**src/rtl/bridge_pkg.sv**
```systemverilog
// Shared definitions for the AHB-Lite to APB3 bridge.
//   bridge_state_e : bridge FSM encoding
//   HTRANS_*       : AHB transfer-type codes
//   HRESP_*        : AHB response codes
//   size_to_strb   : byte-lane mask for a transfer of a given Hsize at a lane offset
package bridge_pkg;

   typedef enum logic [2:0] {
      ST_IDLE,
      ST_WDATA,
      ST_SETUP,
      ST_ACCESS,
      ST_ERR1,
      ST_ERR2
   } bridge_state_e;

   localparam logic [1:0] HTRANS_IDLE   = 2'b00;
   localparam logic [1:0] HTRANS_BUSY   = 2'b01;
   localparam logic [1:0] HTRANS_NONSEQ = 2'b10;
   localparam logic [1:0] HTRANS_SEQ    = 2'b11;

   localparam logic [1:0] HRESP_OKAY  = 2'b00;
   localparam logic [1:0] HRESP_ERROR = 2'b01;

   // Mask covers up to 8 lanes; callers keep the low DATA_W/8 bits.
   // Offset is aligned down to the transfer size before shifting.
   function automatic logic [7:0] size_to_strb(input logic [2:0] size,
                                               input logic [2:0] offset);
      logic [7:0] base;
      logic [2:0] align;
      case (size)
         3'd0:    base = 8'h01;
         3'd1:    base = 8'h03;
         3'd2:    base = 8'h0F;
         default: base = 8'hFF;
      endcase
      align = offset & ~((3'd1 << size) - 3'd1);
      return base << align;
   endfunction

endpackage

```
**src/rtl/bridge_apb_decoder.sv**
```systemverilog
// Address decoder for the AHB-APB bridge.
//   addr    : Haddr bits from REGION_LSB upwards
//   sel     : one-hot slave select (all zero when the address misses)
//   addr_ok : bits above the slave-index field match BASE_ADDR
module bridge_apb_decoder #(
   parameter int unsigned       ADDR_W     = 32,
   parameter int unsigned       NUM_SLV    = 4,
   parameter int unsigned       REGION_LSB = 28,
   parameter logic [ADDR_W-1:0] BASE_ADDR  = 32'h8000_0000
) (
   input  logic [ADDR_W-1:REGION_LSB] addr,
   output logic [NUM_SLV-1:0]         sel,
   output logic                       addr_ok
);

   localparam int unsigned IDX_W   = $clog2(NUM_SLV);
   localparam int unsigned TOP_LSB = REGION_LSB + IDX_W;

   logic [IDX_W-1:0] idx;

   assign idx     = addr[REGION_LSB +: IDX_W];
   assign addr_ok = (addr[ADDR_W-1:TOP_LSB] == BASE_ADDR[ADDR_W-1:TOP_LSB]);

   always_comb begin
      sel = '0;
      if (addr_ok)
         sel[idx] = 1'b1;
   end

endmodule

```
**src/rtl/ahb_apb_bridge_p.sv**
```systemverilog
// AHB-Lite to APB3 bridge. Each AHB beat becomes one APB transfer to one of
// NUM_SLV slaves; adds Pready wait states, Pslverr -> ERROR mapping and
// address/size decode errors (two-cycle ERROR response, no APB access).
// Optional macro APB_PSTRB_EN adds the Pstrb output (write byte lanes).
//   AHB side : Haddr, Htrans, Hwrite, Hsize, Hburst (ignored), Hwdata,
//              Hreadyin -> Hrdata, Hreadyout, Hresp
//   APB side : Psel, Penable, Pwrite, Paddr, Pwdata [, Pstrb]
//              <- Prdata, Pready, Pslverr
module ahb_apb_bridge_p
   import bridge_pkg::*;
#(
   parameter int unsigned       ADDR_W     = 32,
   parameter int unsigned       DATA_W     = 32,
   parameter int unsigned       NUM_SLV    = 4,
   parameter int unsigned       REGION_LSB = 28,
   parameter logic [ADDR_W-1:0] BASE_ADDR  = 32'h8000_0000
) (
   input  logic                clk,
   input  logic                Hresetn,
   input  logic [ADDR_W-1:0]   Haddr,
   input  logic [1:0]          Htrans,
   input  logic                Hwrite,
   input  logic [2:0]          Hsize,
   input  logic [2:0]          Hburst,
   input  logic [DATA_W-1:0]   Hwdata,
   input  logic                Hreadyin,
   output logic [DATA_W-1:0]   Hrdata,
   output logic                Hreadyout,
   output logic [1:0]          Hresp,
   output logic [NUM_SLV-1:0]  Psel,
   output logic                Penable,
   output logic                Pwrite,
   output logic [ADDR_W-1:0]   Paddr,
   output logic [DATA_W-1:0]   Pwdata,
   input  logic [DATA_W-1:0]   Prdata,
   input  logic                Pready,
   input  logic                Pslverr
`ifdef APB_PSTRB_EN
   ,
   output logic [DATA_W/8-1:0] Pstrb
`endif
);

   localparam int unsigned NB     = DATA_W / 8;
   localparam int unsigned LANE_W = $clog2(NB);

   bridge_state_e state, state_nx, accept_nx;

   logic [NUM_SLV-1:0] dec_sel, sel_q;
   logic               dec_ok, size_ok, acc_done, accept;

   bridge_apb_decoder #(
      .ADDR_W     (ADDR_W),
      .NUM_SLV    (NUM_SLV),
      .REGION_LSB (REGION_LSB),
      .BASE_ADDR  (BASE_ADDR)
   ) u_dec (
      .addr    (Haddr[ADDR_W-1:REGION_LSB]),
      .sel     (dec_sel),
      .addr_ok (dec_ok)
   );

   assign size_ok  = (Hsize <= 3'(LANE_W));
   assign acc_done = (state == ST_ACCESS) && Pready && !Pslverr;
   assign accept   = Hreadyin && Htrans[1] &&
                     ((state == ST_IDLE) || (state == ST_ERR2) || acc_done);

   always_comb begin
      if (!(dec_ok && size_ok)) accept_nx = ST_ERR1;
      else if (Hwrite)          accept_nx = ST_WDATA;
      else                      accept_nx = ST_SETUP;
   end

   always_ff @(posedge clk or negedge Hresetn) begin
      if (!Hresetn) state <= ST_IDLE;
      else          state <= state_nx;
   end

   always_comb begin
      state_nx  = state;
      Hreadyout = 1'b1;
      Hresp     = HRESP_OKAY;
      Hrdata    = '0;
      case (state)
         ST_IDLE:   state_nx = accept ? accept_nx : ST_IDLE;
         ST_WDATA: begin
            Hreadyout = 1'b0;
            state_nx  = ST_SETUP;
         end
         ST_SETUP: begin
            Hreadyout = 1'b0;
            state_nx  = ST_ACCESS;
         end
         ST_ACCESS: begin
            Hreadyout = 1'b0;
            if (Pready) begin
               if (Pslverr) begin
                  state_nx = ST_ERR1;
               end else begin
                  Hreadyout = 1'b1;
                  if (!Pwrite) Hrdata = Prdata;
                  state_nx = accept ? accept_nx : ST_IDLE;
               end
            end
         end
         ST_ERR1: begin
            Hreadyout = 1'b0;
            Hresp     = HRESP_ERROR;
            state_nx  = ST_ERR2;
         end
         ST_ERR2: begin
            Hresp    = HRESP_ERROR;
            state_nx = accept ? accept_nx : ST_IDLE;
         end
         default:   state_nx = ST_IDLE;
      endcase
   end

   // Address-phase values are only replaced on accept, which never happens
   // while an access is stalled, so Paddr/Pwrite/Psel stay stable under Pready=0.
   always_ff @(posedge clk or negedge Hresetn) begin
      if (!Hresetn) begin
         Paddr  <= '0;
         Pwrite <= 1'b0;
         Pwdata <= '0;
         sel_q  <= '0;
      end else begin
         if (accept) begin
            Paddr  <= Haddr;
            Pwrite <= Hwrite;
            sel_q  <= dec_sel;
         end
         if (state == ST_WDATA)
            Pwdata <= Hwdata;
      end
   end

   assign Psel    = ((state == ST_SETUP) || (state == ST_ACCESS)) ? sel_q : '0;
   assign Penable = (state == ST_ACCESS);

`ifdef APB_PSTRB_EN
   logic [2:0] lane_off;
   logic [7:0] strb_all;

   always_comb begin
      lane_off             = '0;
      lane_off[LANE_W-1:0] = Haddr[LANE_W-1:0];
      strb_all             = size_to_strb(Hsize, lane_off);
   end

   always_ff @(posedge clk or negedge Hresetn) begin
      if (!Hresetn)    Pstrb <= '0;
      else if (accept) Pstrb <= Hwrite ? strb_all[NB-1:0] : '0;
   end

   logic unused_ok;
   assign unused_ok = ^{Hburst, Htrans[0], strb_all};
`else
   logic unused_ok;
   assign unused_ok = ^{Hburst, Htrans[0]};
`endif

endmodule

```
**config.mk**
```make
export PLATFORM = sky130hd
export DESIGN_NAME = ahb_apb_bridge_p
export DESIGN_NICKNAME = d
export VERILOG_FILES = /design/src/rtl/bridge_pkg.sv /design/src/rtl/bridge_apb_decoder.sv /design/src/rtl/ahb_apb_bridge_p.sv
export SDC_FILE = /design/constraint.sdc
export NUM_CORES = 1
export LEC_CHECK = 0
export CORE_ASPECT_RATIO = 1.1
export CORE_MARGIN = 5
export CORE_UTILIZATION = 35
export DETAILED_ROUTE_END_ITERATION = 16
export PLACE_DENSITY = 0.87
export REMOVE_ABC_BUFFERS = 1
export SYNTH_ARGS = -nofsm -noshare
export SYNTH_HDL_FRONTEND = slang
export SYNTH_SLANG_ARGS = --single-unit
```
**constraint.sdc**
```tcl
create_clock -name clk -period 2.6 [get_ports clk]
set_input_delay 0.65 -clock clk [delete_from_list [all_inputs] [get_ports clk]]
set_output_delay 0.65 -clock clk [all_outputs]
set_load 0.005 [all_outputs]
```
=== After elaboration in Yosys (flattened, before gate mapping) ===
Index checks and enable logic that the tools add are counted.

* Logic and storage cells: 47
* Output and inout port bits: 105
* Bits of input ports: 110
* Flip-flop bits (word level): 72

* Order comparisons: 3
* Eq/ne operators: 7
* Multiplexer cells: 18
* Reductions and logical operators: 14

{| class="wikitable"
|+ Operators by type and width
! operator !! count
|-
| 2-to-1 mux 32 bit || 4
|-
| one-hot mux 3 bit (5 select lines) || 1
|-
| 2-to-1 mux 3 bit || 4
|-
| 2-to-1 mux 4 bit || 2
|-
| == test 3 x 2 -> 1 bit, second input constant || 2
|-
| == test 3 bit, second input constant || 2
|-
| logical AND 1 bit || 6
|-
| 2-to-1 mux 1 bit || 4
|-
| OR reduction 2 bit || 2
|-
| == test 3 x 1 -> 1 bit, second input constant || 1
|-
| <= comparator 3 x 2 -> 1 bit, second input constant || 1
|-
| zero test 3 bit || 1
|-
| logical OR 1 bit || 3
|-
| less-than comparator 2 x 3 -> 1 bit, second input constant || 1
|-
| OR reduction 3 bit || 1
|-
| demux 1 bit (select 2 bit) || 1
|-
| == test 2 bit, second input constant || 1
|-
| >= comparator 2 x 1 -> 1 bit, second input constant || 1
|-
| 2-to-1 mux 2 bit || 1
|-
| inequality test 2 x 1 -> 1 bit, second input constant || 1
|-
| one-hot mux 1 bit (2 select lines) || 1
|-
| zero test 1 bit || 1
|}

=== Logic depth before layout (Yosys ltp) ===
Gate-level depths: netlist of run 1.

* Word-level depth: 9
* Depth in mapped cells: 6
* Gate-level depth less buffers: 4

=== By module ===
A second synthesis of run 1 with hierarchy kept.

* Cell total of the unflattened synthesis: 228
* Area, all modules: 3164.3 sq um

{| class="wikitable"
|+ By module, submodules not included
! module !! instances !! sequential area each (sq um) !! area an instance (sq um) !! cells an instance
|-
| ahb_apb_bridge_p || 1 || 1801.7 || 3113.0 || 223
|-
| bridge_apb_decoder || 1 || 0.0 || 51.3 || 5
|}

=== Worst setup path after synthesis of run 1 ===
Ideal clock, no wire load.

* Path type: input-to-output
* From: in Pslverr
* To: out Hrdata[0]
* Cell stages on the path: 3
* Path buffers: 1
* Data arrival time: 1.481 ns
* Data required time: 1.950 ns
* Setup slack: 0.469 ns
* Path through: nor4_1 clkbuf_1 and2_1

* Longest elaborated chain between the ends: 3

{| class="wikitable"
|+ Ends and longest elaborated chain
! element !! line !! RTL
|-
| start, declared || ahb_apb_bridge_p.sv:37 || <nowiki>input logic Pslverr</nowiki>
|-
| 2-to-1 mux 32 bit || ahb_apb_bridge_p.sv:97 || <nowiki>if (Pslverr) begin</nowiki>
|-
| 2-to-1 mux 32 bit || ahb_apb_bridge_p.sv:96 || <nowiki>if (Pready) begin</nowiki>
|-
| 2-to-1 mux 32 bit || ahb_apb_bridge_p.sv:84 || <nowiki>case (state)</nowiki>
|-
| end, declared || ahb_apb_bridge_p.sv:27 || <nowiki>output logic [DATA_W-1:0] Hrdata,</nowiki>
|}

Every way passes these cells.

=== Worst setup path after layout of run 1 ===
* From: in Pslverr
* To: out Hreadyout

* Longest elaborated chain between the ends: 3

{| class="wikitable"
|+ Ends and longest elaborated chain
! element !! line !! RTL
|-
| 2-to-1 mux 1 bit || ahb_apb_bridge_p.sv:97 ||
|-
| 2-to-1 mux 1 bit || ahb_apb_bridge_p.sv:96 ||
|-
| one-hot mux 1 bit (2 select lines) || ahb_apb_bridge_p.sv:84 ||
|-
| end, declared || ahb_apb_bridge_p.sv:28 || <nowiki>output logic Hreadyout,</nowiki>
|}

Every way passes these cells.

==> flow_summary.html, run 1 <==
<table>
<tr><th>Metric</th><th>Value</th></tr>
<tr><th colspan="2">STA</th></tr>
<tr><td>Total negative setup slack</td><td>0 ns</td></tr>
<tr><td>Final Setup Violations</td><td>0</td></tr>
<tr><td>Actual transition at the worst max-transition pin</td><td>between 0.7 and 0.8 ns</td></tr>
<tr><td>Hold violation total from the final report</td><td>0</td></tr>
<tr><td>Highest achievable clock rate</td><td>389.0 MHz</td></tr>
<tr><td>Min Clock Period, post-route</td><td>roughly 2.6 ns</td></tr>
<tr><td>Max-Slew Margin vs Limit</td><td>between 50% and 60%</td></tr>
<tr><td>Period utilization</td><td>a little over nine tenths</td></tr>
<tr><td>Final worst clock skew</td><td>0.005973 ns</td></tr>
<tr><td>Final setup margin</td><td>between 0.02 and 0.03 ns</td></tr>
<tr><td>Final Slew Violations</td><td>0</td></tr>
<tr><th colspan="2">GRT</th></tr>
<tr><td>Number of global-route vias before repair</td><td>~2900</td></tr>
<tr><td>Global-route congestion overflow total</td><td>0</td></tr>
<tr><td>Largest net degree at the start of global routing</td><td>41</td></tr>
<tr><td>Global-route wire length before repair</td><td>between 10 and 15 mm</td></tr>
<tr><td>Initial antenna violation count</td><td>0</td></tr>
<tr><td>GRT Util Overall</td><td>~17%</td></tr>
<tr><th colspan="2">Drt</th></tr>
<tr><td>Per-cell routed wire length</td><td>approximately 16 um</td></tr>
<tr><td>Vias per std cell</td><td>4.489</td></tr>
<tr><td>Drt drc</td><td>0</td></tr>
<tr><td>Initial detailed-routing violation count</td><td>37</td></tr>
<tr><td>WL final</td><td>about 9.6 mm</td></tr>
<tr><td>Number of optimization iterations in the first detailed-route pass</td><td>4</td></tr>
<tr><td>Via Count</td><td>roughly 2600</td></tr>
<tr><td>Number of nets still failing antenna checks after routing</td><td>0</td></tr>
<tr><th colspan="2">Floorplan</th></tr>
<tr><td>Standard cell core area</td><td>around 9300 um^2</td></tr>
<tr><td>Height of the die</td><td>~110 um</td></tr>
<tr><td>Number of I/O pins</td><td>around 220</td></tr>
<tr><td>Die span in x</td><td>slightly above 100 um</td></tr>
<tr><td>Total die area</td><td>11460 um^2</td></tr>
<tr><td>Initial core utilization</td><td>a little over a third</td></tr>
<tr><td>Row Count</td><td>37</td></tr>
<tr><th colspan="2">Power</th></tr>
<tr><td>Leakage component of the power</td><td>approximately 2.7 nW</td></tr>
<tr><td>Maximum vdd drop</td><td>0.5823 mV</td></tr>
<tr><td>Power density cells</td><td>a little under 1000 nW/um^2</td></tr>
<tr><th colspan="2">Cells and area</th></tr>
<tr><td>Final cell utilization of the core</td><td>63.25%</td></tr>
<tr><td>Area added between synthesis and finish</td><td>78.59%</td></tr>
<tr><td>Net total in the final layout</td><td>approximately 570</td></tr>
<tr><td>Proportion of layout cells with a drive suffix above 1</td><td>around 30%</td></tr>
<tr><td># diodes</td><td>0</td></tr>
<tr><th colspan="2">Critical path</th></tr>
<tr><td>CP required</td><td>1.95 ns</td></tr>
<tr><td>Worst Path Class, Setup</td><td>primary input to output pin</td></tr>
<tr><td>Crit start category</td><td>primary input</td></tr>
<tr><td>Type of destination of the critical path</td><td>output pin</td></tr>
<tr><td>Critical Path Fanout Max</td><td>2</td></tr>
<tr><td>Arrival time of the worst setup path</td><td>1.92 ns</td></tr>
<tr><th colspan="2">Clocking</th></tr>
<tr><td>Clock net sink count</td><td>just over 70</td></tr>
<tr><td>Clock tree from TritonCTS</td><td>built</td></tr>
<tr><td>Clock insertion delay at the later pin of the skew report</td><td>approximately 0.33 ns</td></tr>
<tr><td>Hold buffer count at CTS</td><td>0</td></tr>
<tr><td>Buffer levels on the longest clock path</td><td>2</td></tr>
<tr><td>Worst-path clk slew</td><td>~0.080 ns</td></tr>
<tr><td>CTS Root Cell</td><td>sky130_fd_sc_hd__clkbuf_8</td></tr>
<tr><td>Inserted Clock Buffers</td><td>9</td></tr>
<tr><td>Number of levels the H-tree was split into</td><td>3</td></tr>
<tr><th colspan="2">Synthesis</th></tr>
<tr><td>Most instantiated flip-flop cell in the synthesis netlist</td><td>sky130_fd_sc_hd__dfrtp_1</td></tr>
<tr><td>Unique masters post-synth</td><td>29</td></tr>
<tr><td>Share of flip-flops with an asynchronous set or reset</td><td>100.0%</td></tr>
<tr><td>Yosys warns</td><td>0</td></tr>
<tr><td>Combined area of all synthesized cells</td><td>approximately 3300 um^2</td></tr>
<tr><td>Synth area leader</td><td>sky130_fd_sc_hd__dfrtp_1</td></tr>
<tr><td>Fraction of synthesized cell area taken by the top area cell type</td><td>a little over half</td></tr>
<tr><td>Mean instance size in the synthesized netlist</td><td>~14 um^2</td></tr>
<tr><td>Flop and latch count out of synthesis</td><td>72</td></tr>
<tr><td>Most instantiated library cell after synthesis</td><td>sky130_fd_sc_hd__dfrtp_1</td></tr>
<tr><td>Ranking of synthesized cells by area</td><td>sky130_fd_sc_hd__dfrtp_1, sky130_fd_sc_hd__mux2_4, sky130_fd_sc_hd__mux2_2</td></tr>
<tr><td>Commonest cells in the netlist</td><td>sky130_fd_sc_hd__dfrtp_1, sky130_fd_sc_hd__and2_1, sky130_fd_sc_hd__mux2_4</td></tr>
<tr><td>Share of the yosys chip area belonging to registers</td><td>between 50% and 60%</td></tr>
<tr><td>Number of enable-type register cells in the synthesized netlist</td><td>0</td></tr>
<tr><td>Synthesized instance count</td><td>228</td></tr>
<tr><th colspan="2">Status</th></tr>
<tr><td>Status</td><td>finished clean</td></tr>
<tr><th colspan="2">Place</th></tr>
<tr><td>Global placement routability congestion</td><td>between 0.7 and 0.8</td></tr>
<tr><td>Post-placement setup slack</td><td>-0.3940 ns</td></tr>
<tr><td>Number of port buffers</td><td>209</td></tr>
<tr><td>Placed wire-length estimate</td><td>7.295 mm</td></tr>
<tr><th colspan="2">Job</th></tr>
<tr><td>Max-cap viol count</td><td>0</td></tr>
<tr><th colspan="2">Min path</th></tr>
<tr><td>Class of the worst hold path</td><td>primary input to asynchronous set/reset pin</td></tr>
</table>
[area by class of cell]
class / instances / area (um^2)
fill: 739 / 3420
timing repair buffer: 235 / 2256
sequential: 72 / 1803
multi-input combinational: 143 / 1436
tap: 117 / 146.4
clock buffer: 9 / 123.9
clock inverter: 7 / 120.1
[logic make-up (layout without fill, tap and decap cells)]
| group | count (synthesis) | count (layout) | share of synthesized area, % |
|---|---|---|---|
| other | 1 | 1 | 0.1138 |
| AND/OR/NAND/NOR | 62 | 62 | 11.58 |
| multiplexers | 69 | 69 | 27.79 |
| buffers and inverters | 13 | 251 | 3.075 |
| flip-flops | 72 | 72 | 54.67 |
| AO/OA/AOI/OAI | 11 | 11 | 2.772 |
[what timing repair did]
| action | in CTS | in global routing |
|---|---|---|
| cloned | 3 | 0 |
| pin swaps | 1 | 1 |
| setup buffers | 11 | 1 |
| setup endpoints to repair | 33 | 19 |
| resized for setup | 67 | 25 |
[where the power goes]
| part | switching [mW] | total (mW) | internal, mW |
|---|---|---|---|
| registers | 0.324 | 2.01 | 1.68 |
| clock network | 0.415 | 1.05 | 0.639 |
| logic | 0.828 | 2.79 | 1.96 |
[critical path, cell delays in order]
cell and delay (ns):
sky130_fd_sc_hd__dlygate4sd2_1 0.28, sky130_fd_sc_hd__buf_4 0.15, sky130_fd_sc_hd__nand4b_1 0.21, sky130_fd_sc_hd__o21ai_2 0.11
sky130_fd_sc_hd__clkdlybuf4s50_1 0.52
[sequential cells by signal (all words and copies together), names as in the netlist]
| signal | count |
|---|---|
| Paddr | 32 |
| Pwdata | 32 |
| Pwrite | 1 |
| sel_q | 4 |
| state | 3 |
[final timing paths]
kind / cells past startpoint / startpoint / end / slack [ns]
worst min register to register: 1 / sel_q[1] / sel_q[1] / 0.51
worst min-delay path: 1 / Hresetn / Pwdata[8] / 0.36
worst max-delay path: 5 / Pslverr / Hreadyout / 0.03
min in group clk: 1 / sel_q[1] / sel_q[1] / 0.51
worst max register to register: 7 / state[1] / Paddr[3] / 0.69
max in group asynchronous: 2 / Hresetn / Paddr[8] / 1.59
[layer usage]
metal	up-vias	routed length [um]	GRT usage (%)
li1	1246	-	-
met1	1228	3723	19.59
met2	125	4924	28.81
met3	18	775	4.386
met4	0	188	5.249
met5	-	0	0
[placed cells by master (no fill, tap or decap), types with 5 or more instances in the layout]
master                            synthesis  routed
sky130_fd_sc_hd__mux2_2                  32      32
sky130_fd_sc_hd__clkbuf_2                 0       5
sky130_fd_sc_hd__buf_4                    1      18
sky130_fd_sc_hd__dlygate4sd2_1            0      17
sky130_fd_sc_hd__and2_1                  39      35
sky130_fd_sc_hd__dfrtp_1                 72      71
sky130_fd_sc_hd__buf_2                    3       7
sky130_fd_sc_hd__mux2_4                  37      37
sky130_fd_sc_hd__buf_6                    6       7
sky130_fd_sc_hd__clkdlybuf4s50_1          0     174
sky130_fd_sc_hd__clkbuf_8                 0       9
[through the flow]
step	instance area [um^2]	cells	hold WS [ns]	total power [mW]
final	5886	583	0.3648	5.848
after global routing	5886	583	0.3971	6.200
after CTS	5854	582	0.3568	5.890
after detailed placement	5544	552	0.4911	4.774
after global placement	5544	552	0.4873	4.683
after floorplan	3194	215	0.3544	3.136
(Power assumes the default switching activity.)
==> inputs of run 2 (changes only) <==
- CORE_MARGIN: 5 -> unset
==> flow_summary.html, run 2 (same netlist as run 1, synthesis figures left out) <==
<table>
<tr><th>Metric</th><th>Value</th></tr>
<tr><th colspan="2">Drt</th></tr>
<tr><td>WL final</td><td>9.282 mm (was 9.611 mm)</td></tr>
<tr><td>Initial detailed-routing violation count</td><td>59 (was 37)</td></tr>
<tr><td>Number of nets still failing antenna checks after routing</td><td>0 (unchanged)</td></tr>
<tr><td>Number of optimization iterations in the first detailed-route pass</td><td>4 (unchanged)</td></tr>
<tr><td>Per-cell routed wire length</td><td>16.06 um (was 16.49 um)</td></tr>
<tr><td>Vias per std cell</td><td>4.621 (was 4.489)</td></tr>
<tr><td>Via Count</td><td>2671 (was 2617)</td></tr>
<tr><td>Drt drc</td><td>0 (unchanged)</td></tr>
<tr><th colspan="2">Critical path</th></tr>
<tr><td>Critical Path Max Stage Delay</td><td>0.36 ns (was 0.52 ns)</td></tr>
<tr><td>CP required</td><td>1.95 ns (about the same)</td></tr>
<tr><td>Type of destination of the critical path</td><td>output pin (unchanged)</td></tr>
<tr><td>Crit start category</td><td>primary input (unchanged)</td></tr>
<tr><td>Library cell appearing most often on the critical path</td><td>sky130_fd_sc_hd__buf_6</td></tr>
<tr><td>Kind of cell adding the most delay to the critical path</td><td>buffers and inverters (unchanged)</td></tr>
<tr><td>Arrival time of the worst setup path</td><td>1.92 ns (about the same)</td></tr>
<tr><td>Critical Path Fanout Max</td><td>5 (was 2)</td></tr>
<tr><td>Cells on worst reg2reg path</td><td>7 (unchanged)</td></tr>
<tr><td>Slowest CP cell</td><td>sky130_fd_sc_hd__nor4_4 (was sky130_fd_sc_hd__clkdlybuf4s50_1)</td></tr>
<tr><td>Worst Path Class, Setup</td><td>primary input to output pin (unchanged)</td></tr>
<tr><td>Critical Path, Cell by Cell</td><td>clkdlybuf4s15_2 -&gt; nand2_2 -&gt; nor4_4 -&gt; buf_4 -&gt; buf_6 -&gt; buf_6 -&gt; and2_4 -&gt; buf_6 (was dlygate4sd2_1 -&gt; buf_4 -&gt; nand4b_1 -&gt; o21ai_2 -&gt; clkdlybuf4s50_1)</td></tr>
<tr><td>Number of cells on the critical path</td><td>8 (was 5)</td></tr>
<tr><td>Worst Path Buf+Inv</td><td>5 (was 3)</td></tr>
<tr><th colspan="2">Cells and area</th></tr>
<tr><td>Proportion of layout cells with a drive suffix above 1</td><td>31.68% (was 30.26%)</td></tr>
<tr><td>Total area of multi-input combinational cells</td><td>1443 um^2 (was 1436 um^2)</td></tr>
<tr><td>Footprint of the flip-flops and latches</td><td>1803 um^2 (unchanged)</td></tr>
<tr><td>Area added between synthesis and finish</td><td>77.15% (was 78.59%)</td></tr>
<tr><td>Cell area after layout</td><td>5838 um^2 (was 5886 um^2)</td></tr>
<tr><td>Count of fill cells added during filler insertion</td><td>685 (was 739)</td></tr>
<tr><td>Most frequent cells in the layout</td><td>sky130_fd_sc_hd__clkdlybuf4s50_1, sky130_fd_sc_hd__dfrtp_1, sky130_fd_sc_hd__mux2_4 (unchanged)</td></tr>
<tr><td>Final non-filler cell total</td><td>578 (was 583)</td></tr>
<tr><td>Net total in the final layout</td><td>569 (was 571)</td></tr>
<tr><td>Leading cell type in the layout, fill and taps excluded</td><td>sky130_fd_sc_hd__clkdlybuf4s50_1 (unchanged)</td></tr>
<tr><td>Biggest registers after layout</td><td>Paddr: 32 flops, Pwdata: 32 flops, sel_q: 4 flops (unchanged)</td></tr>
<tr><td># diodes</td><td>0 (unchanged)</td></tr>
<tr><th colspan="2">Clocking</th></tr>
<tr><td>Clock insertion delay at the later pin of the skew report</td><td>0.34 ns (was 0.33 ns)</td></tr>
<tr><td>Number of levels the H-tree was split into</td><td>3 (unchanged)</td></tr>
<tr><td>Buffer levels on the longest clock path</td><td>2 (unchanged)</td></tr>
<tr><td>Inserted Clock Buffers</td><td>9 (unchanged)</td></tr>
<tr><td>Hold buffer count at CTS</td><td>0 (unchanged)</td></tr>
<tr><td>Worst-path clk slew</td><td>0.09 ns (was 0.08 ns)</td></tr>
<tr><td>Clock net sink count</td><td>72 (unchanged)</td></tr>
<tr><td>Clock tree from TritonCTS</td><td>built (unchanged)</td></tr>
<tr><td>CTS Root Cell</td><td>sky130_fd_sc_hd__clkbuf_8 (unchanged)</td></tr>
<tr><th colspan="2">Place</th></tr>
<tr><td>Placed wire-length estimate</td><td>6.510 mm (was 7.295 mm)</td></tr>
<tr><td>Standard cell area after detailed placement</td><td>5515 um^2 (was 5544 um^2)</td></tr>
<tr><td>Cell total after placement</td><td>547 (was 552)</td></tr>
<tr><td>Number of port buffers</td><td>209 (unchanged)</td></tr>
<tr><td>Global placement routability congestion</td><td>0.8288 (was 0.7614)</td></tr>
<tr><th colspan="2">STA</th></tr>
<tr><td>Final worst clock skew</td><td>0.01170 ns (was 0.005973 ns)</td></tr>
<tr><td>Unrepaired setup endpoints after global routing</td><td>yes</td></tr>
<tr><td>Worst slack on hold paths</td><td>0.4267 ns (was 0.3648 ns)</td></tr>
<tr><td>Actual transition at the worst max-transition pin</td><td>0.8930 ns (was 0.7156 ns)</td></tr>
<tr><td>Final Slew Violations</td><td>0 (unchanged)</td></tr>
<tr><td>Hold violation total from the final report</td><td>0 (unchanged)</td></tr>
<tr><td>Min Clock Period, post-route</td><td>2.574 ns (was 2.571 ns)</td></tr>
<tr><td>Period utilization</td><td>98.98% (was 98.88%)</td></tr>
<tr><td>Highest achievable clock rate</td><td>388.6 MHz (was 389.0 MHz)</td></tr>
<tr><td>Final Setup Violations</td><td>0 (unchanged)</td></tr>
<tr><td>Max-Slew Margin vs Limit</td><td>40.47% (was 52.29%)</td></tr>
<tr><th colspan="2">Job</th></tr>
<tr><td>Max-cap viol count</td><td>0 (unchanged)</td></tr>
<tr><th colspan="2">Floorplan</th></tr>
<tr><td>Die span in x</td><td>94.52 um (was 102.5 um)</td></tr>
<tr><td>Total die area</td><td>9809 um^2 (was 11460 um^2)</td></tr>
<tr><td>Initial core utilization</td><td>36.58% (was 35.42%)</td></tr>
<tr><td>Height of the die</td><td>103.8 um (was 111.8 um)</td></tr>
<tr><td>Number of I/O pins</td><td>215 (unchanged)</td></tr>
<tr><td>Row Count</td><td>36 (was 37)</td></tr>
<tr><td>Standard cell core area</td><td>9009 um^2 (was 9305 um^2)</td></tr>
<tr><th colspan="2">Status</th></tr>
<tr><td>Status</td><td>finished clean (unchanged)</td></tr>
<tr><th colspan="2">GRT</th></tr>
<tr><td>Number of global-route vias before repair</td><td>2711 (was 2911)</td></tr>
<tr><td>Global-route congestion overflow total</td><td>0 (unchanged)</td></tr>
<tr><td>Largest net degree at the start of global routing</td><td>73 (was 41)</td></tr>
<tr><td>Global-route wire length before repair</td><td>14.43 mm (was 14.90 mm)</td></tr>
<tr><td>GRT Util Overall</td><td>19.23% (was 16.56%)</td></tr>
<tr><td>Initial antenna violation count</td><td>0 (unchanged)</td></tr>
<tr><th colspan="2">Power</th></tr>
<tr><td>Power density cells</td><td>985.6 nW/um^2 (was 993.7 nW/um^2)</td></tr>
<tr><td>Net switching power figure</td><td>1.569 mW (was 1.567 mW)</td></tr>
<tr><td>Internal power</td><td>4.185 mW (was 4.281 mW)</td></tr>
<tr><td>Reg power frac</td><td>34.8% (was 34.3%)</td></tr>
<tr><td>Leakage component of the power</td><td>2.669 nW (was 2.699 nW)</td></tr>
<tr><td>Overall Power</td><td>5.754 mW (was 5.848 mW)</td></tr>
<tr><td>Part of the total power dissipated in the clock network</td><td>16.7% (was 18.0%)</td></tr>
<tr><td>Maximum vdd drop</td><td>0.5491 mV (was 0.5823 mV)</td></tr>
<tr><td>Combinational group share of total power</td><td>48.5% (was 47.7%)</td></tr>
<tr><td>Fraction of power spent switching nets</td><td>27.26% (was 26.79%)</td></tr>
<tr><th colspan="2">Min path</th></tr>
<tr><td>Class of the worst hold path</td><td>primary input to asynchronous set/reset pin (unchanged)</td></tr>
</table>
run 2: cell count changes in the layout (fill, tap and decap cells not counted), sizes merged:
cell	before	now
buf	34	37
clkdlybuf4s15	5	3
bufinv	3	2
clkbuf	14	16
dlygate4sd2	17	13
run 2: per-stage QoR:
step	utilization [%]	setup TNS, ns	setup slack, ns
2_1_floorplan	-	-17.36	-0.5426
5_1_grt	64.81	-0.1163	-0.04449
3_5_place_dp	61.22	-10.80	-0.3498
3_3_place_gp	61.22	-9.743	-0.3151
6_report	64.81	0	0.02645
4_1_cts	64.19	-0.1120	-0.06822
run 2: final timing paths:
| check | startpoint | endpoint | slack, ns |
|---|---|---|---|
| max in group asynchronous | Hresetn | state[1] | 1.52 |
| min in group clk | sel_q[2] | sel_q[2] | 0.51 |
| worst max-delay path | Pready | Hrdata[28] | 0.03 |
| worst min register to register | sel_q[2] | sel_q[2] | 0.51 |
| worst max register to register | state[1] | Paddr[8] | 0.73 |
| worst min-delay path | Hresetn | Pwdata[28] | 0.43 |
run 2: power by group through the flow:
stage	sequential [mW]	combinational, mW	clock [mW]
floorplan	2.04	1.10	0
CTS	2.01	2.78	0.990
finish	2.00	2.79	0.959
global route	2.07	2.99	1.04
detailed placement	2.01	2.75	0
global placement	1.98	2.67	0
run 2: per-layer routing:
layer	GRT usage, %	vias to the layer above	part of all wire (%)
li1	-	1241	-
met1	24.95	1300	42
met2	31.37	115	50
met3	4.846	15	6.7
met4	5.736	0	1.6
met5	0	-	0
run 2: timing repair:
| item | CTS | global route |
|---|---|---|
| gates resized for setup | 80 | 34 |
| buffers inserted | 9 | 4 |
| pin swaps | 1 | 4 |
| endpoints found under the setup margin | 33 | 29 |
| cloned | 3 | 0 |
run 2: cell type report:
cell class | count | area share, %
well taps | 114 | 2.443
repair buffers | 233 | 38.17
clock buffers | 10 | 2.186
flip-flops and latches | 72 | 30.88
clock inverters | 6 | 1.607
multi-input cells | 143 | 24.71
